==> config.mk <==
export PLATFORM = sky130hd
export DESIGN_NAME = bullet_hit_detector
export DESIGN_NICKNAME = d
export VERILOG_FILES = /design/src/rtl/bullet_hit_detector.sv
export SDC_FILE = /design/constraint.sdc
export NUM_CORES = 1
export LEC_CHECK = 0
export CAP_MARGIN = 20
export CORE_ASPECT_RATIO = 0.7
export CORE_MARGIN = 2
export CORE_UTILIZATION = 58
export DETAILED_ROUTE_END_ITERATION = 10
export PLACE_DENSITY = 0.86
export SYNTH_ARGS = -nofsm -noshare
export SYNTH_HDL_FRONTEND = slang
export SYNTH_SLANG_ARGS = --single-unit
==> constraint.sdc <==
create_clock -name clk -period 5.51 [get_ports clk]
set_input_delay 1.3775 -clock clk [delete_from_list [all_inputs] [get_ports clk]]
set_output_delay 1.3775 -clock clk [all_outputs]
set_load 0.005 [all_outputs]
==> src/rtl/bullet_hit_detector.sv <==
// Purpose: bullet/heart overlap detector owning heart HP, post-hit invincibility and death flag.
// Latency: inputs registered at edge N, overlap at N+1, isCollide pulse registered at N+2.
// Backpressure: none; one sample per clock, isRun=0 freezes hit detection and the cooldown count.
// Optional feature: define BLUE_SAFE_EN so blue bullets hurt only while the heart is moving.
module bullet_hit_detector #(
    parameter logic [7:0]  HP_INIT         = 8'd20,
    parameter logic [7:0]  DAMAGE          = 8'd1,
    parameter logic [15:0] COOLDOWN_CYCLES = 16'd50
) (
    input  logic        clk,
    input  logic        rst_n,
    input  logic        isRun,
    input  logic [15:0] heartPosition,
    input  logic [15:0] heartSize,
    input  logic        heartMoving,
    input  logic [15:0] position1,
    input  logic [15:0] size1,
    input  logic [2:0]  color1,
    input  logic        isRender1,
    input  logic [15:0] position2,
    input  logic [15:0] size2,
    input  logic [2:0]  color2,
    input  logic        isRender2,
    output logic        isCollide,
    output logic [1:0]  hitWhich,
    output logic [7:0]  hp,
    output logic        isInvincible,
    output logic        isDead
);

    // Axis-aligned box: top-left corner plus width/height, 8 bits each.
    typedef struct packed {
        logic [7:0] x;
        logic [7:0] y;
        logic [7:0] w;
        logic [7:0] h;
    } box_t;

    // One bullet slot as seen by the detector.
    typedef struct packed {
        box_t       box;
        logic [2:0] color;
        logic       render;
    } bullet_t;

    typedef enum logic [1:0] {
        ST_ARMED    = 2'd0,
        ST_COOLDOWN = 2'd1,
        ST_DEAD     = 2'd2
    } state_t;

    localparam logic [2:0] COLOR_GREEN = 3'b001;
    localparam logic [2:0] COLOR_BLUE  = 3'b010;

    // Stage 1: registered copies of every heart/bullet input.
    box_t    heart_q;
    logic    heart_moving_q;
    bullet_t blt1_q;
    bullet_t blt2_q;

    // Stage 2: registered per-slot overlap flags.
    logic    ov1_q;
    logic    ov2_q;

    state_t      state;
    logic [15:0] cool_cnt;

    // Strict-inequality box intersection. Right/bottom edges are formed
    // with 9-bit sums so boxes near coordinate 255 do not wrap around.
    function automatic logic boxes_overlap(input box_t b, input box_t hb);
        logic [8:0] b_right;
        logic [8:0] b_bottom;
        logic [8:0] h_right;
        logic [8:0] h_bottom;
        logic       nonzero;
        b_right  = {1'b0, b.x}  + {1'b0, b.w};
        b_bottom = {1'b0, b.y}  + {1'b0, b.h};
        h_right  = {1'b0, hb.x} + {1'b0, hb.w};
        h_bottom = {1'b0, hb.y} + {1'b0, hb.h};
        nonzero  = (b.w != 8'd0) && (b.h != 8'd0) && (hb.w != 8'd0) && (hb.h != 8'd0);
        return nonzero
            && ({1'b0, b.x}  < h_right)  && ({1'b0, hb.x} < b_right)
            && ({1'b0, b.y}  < h_bottom) && ({1'b0, hb.y} < b_bottom);
    endfunction

    // A slot hurts only when live, not green and geometrically overlapping.
    function automatic logic slot_hits(input bullet_t b, input box_t hb, input logic moving);
        logic hit;
        hit = b.render && (b.color != COLOR_GREEN) && boxes_overlap(b.box, hb);
`ifdef BLUE_SAFE_EN
        if ((b.color == COLOR_BLUE) && !moving) begin
            hit = 1'b0;
        end
`else
        if (b.color == COLOR_BLUE) begin
            hit = hit && (moving || !moving);
        end
`endif
        return hit;
    endfunction

    // Stage 1: capture the raw interface every cycle, independent of isRun.
    always_ff @(posedge clk or negedge rst_n) begin
        if (!rst_n) begin
            heart_q        <= '0;
            heart_moving_q <= 1'b0;
            blt1_q         <= '0;
            blt2_q         <= '0;
        end else begin
            heart_q        <= {heartPosition, heartSize};
            heart_moving_q <= heartMoving;
            blt1_q         <= {position1, size1, color1, isRender1};
            blt2_q         <= {position2, size2, color2, isRender2};
        end
    end

    // Stage 2: per-slot overlap evaluated on the stage-1 snapshot.
    always_ff @(posedge clk or negedge rst_n) begin
        if (!rst_n) begin
            ov1_q <= 1'b0;
            ov2_q <= 1'b0;
        end else begin
            ov1_q <= slot_hits(blt1_q, heart_q, heart_moving_q);
            ov2_q <= slot_hits(blt2_q, heart_q, heart_moving_q);
        end
    end

    // Hit FSM: one pulse per armed period, HP bookkeeping, invincibility and death.
    always_ff @(posedge clk or negedge rst_n) begin
        if (!rst_n) begin
            state        <= ST_ARMED;
            cool_cnt     <= 16'd0;
            isCollide    <= 1'b0;
            hitWhich     <= 2'b00;
            hp           <= HP_INIT;
            isInvincible <= 1'b0;
            isDead       <= 1'b0;
        end else begin
            isCollide <= 1'b0;
            case (state)
                ST_ARMED: begin
                    if (isRun && (ov1_q || ov2_q)) begin
                        isCollide <= 1'b1;
                        hitWhich  <= {ov2_q, ov1_q};
                        if (hp > DAMAGE) begin
                            hp           <= hp - DAMAGE;
                            state        <= ST_COOLDOWN;
                            cool_cnt     <= COOLDOWN_CYCLES;
                            isInvincible <= 1'b1;
                        end else begin
                            hp           <= 8'd0;
                            state        <= ST_DEAD;
                            isDead       <= 1'b1;
                            isInvincible <= 1'b0;
                        end
                    end
                end
                ST_COOLDOWN: begin
                    // The count only advances while the game runs; the last
                    // decrement re-arms and drops invincibility on the same edge.
                    if (isRun) begin
                        if (cool_cnt <= 16'd1) begin
                            cool_cnt     <= 16'd0;
                            state        <= ST_ARMED;
                            isInvincible <= 1'b0;
                        end else begin
                            cool_cnt <= cool_cnt - 16'd1;
                        end
                    end
                end
                ST_DEAD: begin
                    hp           <= 8'd0;
                    isDead       <= 1'b1;
                    isInvincible <= 1'b0;
                end
                default: begin
                    state        <= ST_ARMED;
                    isInvincible <= 1'b0;
                end
            endcase
        end
    end

endmodule
==> results of run 1 <==
-- cells in the final DEF, fill, tap and decap left out, types with 3 or more instances in the layout --
cell type	netlist	final
xnor2_1	10	10
o21a_1	11	11
nand2b_1	16	16
o21bai_1	3	3
inv_1	20	20
a31oi_1	5	5
clkdlybuf4s50_1	0	118
nor2b_1	14	14
nand3_1	8	8
a21oi_1	39	39
o41ai_1	4	4
nor4_1	16	16
o21ai_0	39	39
clkbuf_16	0	17
clkinv_2	0	4
dfrtp_1	135	135
bufinv_16	0	4
a21boi_0	3	3
nand2_1	29	29
a21o_1	21	21
fa_1	6	6
clkinvlp_4	0	3
xor2_1	34	34
nand4_1	9	9
o211ai_1	4	4
or2_2	3	3
inv_6	0	4
ha_1	106	106
or3_1	4	4
a211oi_1	8	8
nor2_1	59	59
nor3_1	16	16
-- per-stage QoR --
stage	instance area [µm²]	utilization (%)	hold WS, ns	setup slack [ns]
floorplan	7340	-	0.442	2.62
global placement	8730	70.6	0.456	2.34
detailed placement	8730	70.6	0.464	2.17
CTS	9360	75.6	0.478	2.19
global route	9360	75.6	0.502	1.77
finish	9360	75.6	0.470	2.13
-- final timing paths --
path / from / to / cells past startpoint
hold / removal: isDead / isDead / 1
hold reg to reg: isDead / isDead / 1
min in group asynchronous: rst_n / blt2_q[22] / 1
setup / recovery: heart_q[16] / ov2_q / 12
setup reg to reg: heart_q[16] / ov2_q / 12
max in group asynchronous: rst_n / blt1_q[31] / 2
-- logic make-up (layout without fill, tap and decap cells) --
logic type | count (synthesis) | count (layout) | share of synthesized area [%]
adder cells (fa/ha/maj) | 112 | 112 | 19.7
AO/OA/AOI/OAI | 158 | 158 | 14.0
XOR/XNOR | 44 | 44 | 5.25
flip-flops | 137 | 137 | 46.7
buffers and inverters | 23 | 173 | 1.29
AND/OR/NAND/NOR | 182 | 182 | 12.8
multiplexers | 2 | 2 | 0.307
-- power groups by stage --
stage	Combinational (mW)	Sequential, mW	Clock (mW)
6_report	0.845	1.21	1.21
5_1_grt	0.936	1.23	1.27
4_1_cts	0.838	1.21	1.22
3_5_place_dp	0.816	1.22	0
3_3_place_gp	0.758	1.22	0
2_1_floorplan	0.545	1.20	0
-- registers in the layout, summed over array words and instances, names as in the netlist --
| name | count |
|---|---|
| blt2_q | 36 |
| isCollide | 1 |
| blt1_q | 36 |
| ov1_q | 1 |
| hitWhich | 2 |
| hp | 8 |
| ov2_q | 1 |
| heart_q | 32 |
| isInvincible | 1 |
| cool_cnt | 16 |
| state | 2 |
| isDead | 1 |
-- area by class of cell --
| class | instances | area [µm²] |
|---|---|---|
| multi-input cells | 498 | 3820 |
| flip-flops and latches | 137 | 3430 |
| fillers | 768 | 3020 |
| repair buffers | 121 | 1210 |
| clock buffers | 17 | 425 |
| well taps | 162 | 203 |
| clock inverters | 15 | 198 |
| inverters | 20 | 75.1 |
-- routing by layer --
layer,vias to the layer above,global-route usage (%),routed length [µm]
li1,2689,-,-
met1,2847,38.0,7960
met2,228,45.9,8770
met3,34,5.93,1070
met4,0,7.38,252
met5,-,0,0
-- Yosys cell counts (all sizes together), types with 3 or more instances --
master	number	area [µm²]
a21o	21	158
or2	3	18.8
nor3	17	90.1
fa	6	120
nor2b	14	87.6
nor4	17	121
nand2	29	109
o41ai	4	35.0
a31oi	5	31.3
nand4	9	56.3
o211ai	4	30.0
or3	4	25.0
nand3	8	40.0
xor2	34	298
o21a	11	82.6
o21bai	3	22.5
ha	106	1330
o21ai	39	195
a21oi	39	195
inv	20	75.1
a21boi	3	22.5
dfrtp	135	3380
xnor2	10	87.6
nor2	59	221
nand2b	16	100
a211oi	8	60.1
==> impl_metrics.ini, run 1 <==
[worst_setup_path]
endpoint_kind = flop
cp.arrival_ns = 3.70
crit_required_ns = 5.83
worst-path-buf-inv = 0
critPathMaxStageDelay_ns = 0.43
criticalPathCategory = reg2reg
cp_slowest_cell = fa_1
path_cells = ha_1 > fa_1 > a211oi_1 > nor2_1 > o31ai_1 > a21bo_2 > ha_1 > a21oi_1 > o21ai_0 > o21ai_0 > a21oi_1 > nor4_1
critPathLaunchType = flop
critical-path-top-delay-family = compound AO/OA/AOI/OAI gates
regToRegSetupSlack_ns = 2.13
crit_fanout = 3

[synth]
synth_edf_count = 0
ys_seq_area_share_pct = 46.7
synthArstFlopShare_pct = 100
synth_seq_cells = 137
syn_inst = 658
ys.warnings.count = 0
ys.flop_type = dfrtp_1
syn_nets = 878
syn_area_per_cell_um2 = 11.2
synth_area_um2 = 7340
yosys.cell_types.count = 54

[floorplan]
core_area_um2 = 12400
start_util_pct = 59.3
fp-row-count = 34
die_h_um = 98.2
die_area_um2 = 13600
num_io_pins = 121
die_w_um = 139

[cts]
path_clk_slew_ns = 0.06
clockBufferDepth = 2
cts_resized = 0
clock-root-buffer = clkbuf_16
cts_buffers = 17
hold_buffers = 0
tritoncts = done
cts_setup_buffers = 0
clock_latency_ns = 0.42
clock_sinks = 137
h-tree-depth = 4

[global_route]
grt-ovfl-total = 0
grt_pass1_wl_mm = 29.9
grt_antenna_before_repair = 0
grt_max_degree = 101
grt.total_usage_pct = 27.8
grt_pass1_vias = 6035

[place]
dpl.cell_count = 938
port-buffer-count = 119
gp_congestion = 0.971
dp_hpwl_mm = 13.5

[sta]
rsz0062_at_grt = false
max_freq_ghz = 0.296
setup_viol = 0
finalCritPeriodShare_pct = 61.3
finClkSkew_ns = 0.00639
drv_slew = 0
slew_headroom_pct = 40.9
fin_setup_tns_ns = 0
tightestPinTransition_ns = 0.886
min_period_ns = 3.38
hold_violations = 0

[final_layout]
syn2layout_area_growth_pct = 27.4
diodes = 0
final_cells = 970
fin_nets = 1015
drive_gt1_share_pct = 5.94

[drt]
drc = 0
via_per_inst = 5.98
drt-initial-drc-count = 386
first_pass_iters = 5
drt_wl_total_mm = 18.1
wl_per_cell_um = 18.6
via_count = 5798
antenna_left = 0

[power]
ir_worst_vdd_mv = 0.270
sequentialPowerShare_pct = 37.1
swShare_pct = 30.6
intPower_mw = 2.27
power_density_nw_per_um2 = 349
totalPowerFinal_mw = 3.27
cellLeakagePower_nw = 4.23
switchingPower_mw = 1.00
combPwrFrac_pct = 25.8
pwr-share-clk_pct = 37.1

[min_path]
min_path_type = reg2reg

[flow_run]
cap_viol_max_count = 0

[status]
run_status = complete, no violations
Note: power is estimated with default switching activity, not from simulation.
==> run 2: changes to the inputs <==
--- a/config.mk
+++ b/config.mk
@@ -8,9 +8,9 @@
 export CAP_MARGIN = 20
 export CORE_ASPECT_RATIO = 0.7
 export CORE_MARGIN = 2
-export CORE_UTILIZATION = 58
+export CORE_UTILIZATION = 54
 export DETAILED_ROUTE_END_ITERATION = 10
-export PLACE_DENSITY = 0.86
+export PLACE_DENSITY = 0.81
 export SYNTH_ARGS = -nofsm -noshare
 export SYNTH_HDL_FRONTEND = slang
 export SYNTH_SLANG_ARGS = --single-unit
==> constraint.sdc (replaced) <==
create_clock -name clk -period 3.4 [get_ports clk]
set_input_delay 0.85 -clock clk [delete_from_list [all_inputs] [get_ports clk]]
set_output_delay 0.85 -clock clk [all_outputs]
set_load 0.005 [all_outputs]
==> impl_metrics.ini, run 2 (synthesis results as in run 1) <==
[power]
totalPowerFinal_mw = 5.15
cellLeakagePower_nw = 4.22
power_density_nw_per_um2 = 548
ir_worst_vdd_mv = 0.323

[worst_setup_path]
criticalPathCategory = reg2reg
cp.arrival_ns = 3.56
crit_required_ns = 3.71
worst-path-buf-inv = 0
crit_start = heart_q[17]
critPathLaunchType = flop
crit_fanout = 4
critPathMaxStageDelay_ns = 0.45
r2r-start = heart_q[17]
endpoint_kind = flop
path_cells = ha_1 > a21o_1 > a21oi_1 > nor2b_1 > o21a_1 > nor2_1 > xor2_1 > ha_1 > a21o_1 > a21oi_1 > o21ai_0 > o21ai_1 > a21oi_1 > nor4_2
crit_path_frequent_cell = a21oi_1
critical-path-top-delay-family = compound AO/OA/AOI/OAI gates
cp_slowest_cell = dfrtp_1

[global_route]
grt_pass1_wl_mm = 28.1
grt.total_usage_pct = 25.1
grt_pass1_vias = 5809
grt-ovfl-total = 0
grt_max_degree = 81
grt_antenna_before_repair = 0

[place]
gp_congestion = 0.896
dpl.cell_count = 961
port-buffer-count = 119
dp_hpwl_mm = 13.0
dp_worst_setup_slack_ns = 0.0825

[sta]
fin_ws_ns = 0.150
finalCritPeriodShare_pct = 95.6
slew_headroom_pct = 50.6
min_period_ns = 3.25
setup_viol = 0
fin_setup_tns_ns = 0
hold_violations = 0
max_freq_ghz = 0.308
finClkSkew_ns = 0.00894
drv_slew = 0
tightestPinTransition_ns = 0.736

[final_layout]
largestRegisters = blt1_q: 36 flops, blt2_q: 36 flops, heart_q: 32 flops
mostFrequentLayoutCell = dfrtp_1
fin_nets = 1016
final_cells = 994
syn2layout_area_growth_pct = 28.0
drive_gt1_share_pct = 6.67
fillers = 933
diodes = 0
final_cell_mix = 135 x dfrtp_1, 118 x clkdlybuf4s50_1, 106 x ha_1, 59 x nor2_1, 39 x a21oi_1

[cts]
clock_latency_ns = 0.42
h-tree-depth = 4
clock-root-buffer = clkbuf_16
cts_buffers = 17
tritoncts = done
hold_buffers = 0
clockBufferDepth = 2
clock_sinks = 137
path_clk_slew_ns = 0.06

[drt]
via_per_inst = 5.66
drc = 0
drt_wl_total_mm = 17.3
drt-initial-drc-count = 348
wl_per_cell_um = 17.4
via_count = 5624
antenna_left = 0
first_pass_iters = 5

[floorplan]
fp-row-count = 35
num_io_pins = 121
die_h_um = 102
die_area_um2 = 14600
core_area_um2 = 13200
die_w_um = 143
start_util_pct = 55.5

[flow_run]
cap_viol_max_count = 0

[status]
run_status = complete, no violations

[min_path]
min_path_type = in2async
## run 2: report_power, final
part | internal, mW | leakage (nW) | switching (mW)
Sequential | 1.79 | 1.64 | 0.168
Clock | 1.10 | 0.272 | 0.738
Combinational | 0.662 | 2.31 | 0.687
Total | 3.56 | 4.22 | 1.59
## run 2: metrics by stage
stage / utilization, % / cell area, µm² / hold WS [ns]
after floorplan: - / 7340 / 0.442
after detailed placement: 66.4 / 8780 / 0.460
after global placement: 66.4 / 8780 / 0.454
final: 71.1 / 9400 / 0.457
after CTS: 70.8 / 9360 / 0.473
after global routing: 71.1 / 9400 / 0.495
## run 2: cell type report
class                      instances  area, µm²  area share, %
inverter                          20       75.1          0.799
sequential                       137       3430           36.5
timing repair buffer             122       1230           13.1
tap                              185        231           2.46
clock buffer                      19        443           4.71
multi-input combinational        498       3850           41.0
clock inverter                    13        143           1.52
## run 2: timing repair
item	in CTS	in global routing
resized for setup	0	8
endpoints found under the setup margin	0	2
setup buffers	0	1
## run 2: final timing paths
path	end	slack [ns]	cells after the start
max	ov2_q	0.15	14
min	blt2_q[4]	0.46	1
max reg2reg	ov2_q	0.15	14
min reg2reg	isDead	0.47	1
max in group asynchronous	hp[4]	2.14	2
min in group clk	isDead	0.47	1
## run 2: per-layer routing
| layer | GRT usage [%] | wire length [µm] | up-vias |
|---|---|---|---|
| met4 | 7.92 | 292 | 0 |
| li1 | - | - | 2689 |
| met1 | 35.4 | 8070 | 2714 |
| met3 | 5.72 | 1040 | 35 |
| met2 | 39.1 | 7900 | 186 |
| met5 | 0 | 0 | - |
==> run 3: changes to the inputs <==
--- a/config.mk
+++ b/config.mk
@@ -11,6 +11,7 @@
 export CORE_UTILIZATION = 54
 export DETAILED_ROUTE_END_ITERATION = 10
 export PLACE_DENSITY = 0.81
+export SLEW_MARGIN = 0
 export SYNTH_ARGS = -nofsm -noshare
 export SYNTH_HDL_FRONTEND = slang
 export SYNTH_SLANG_ARGS = --single-unit
==> results of run 3 <==
Final layout, timing and power as in run 2 (identical DEF).
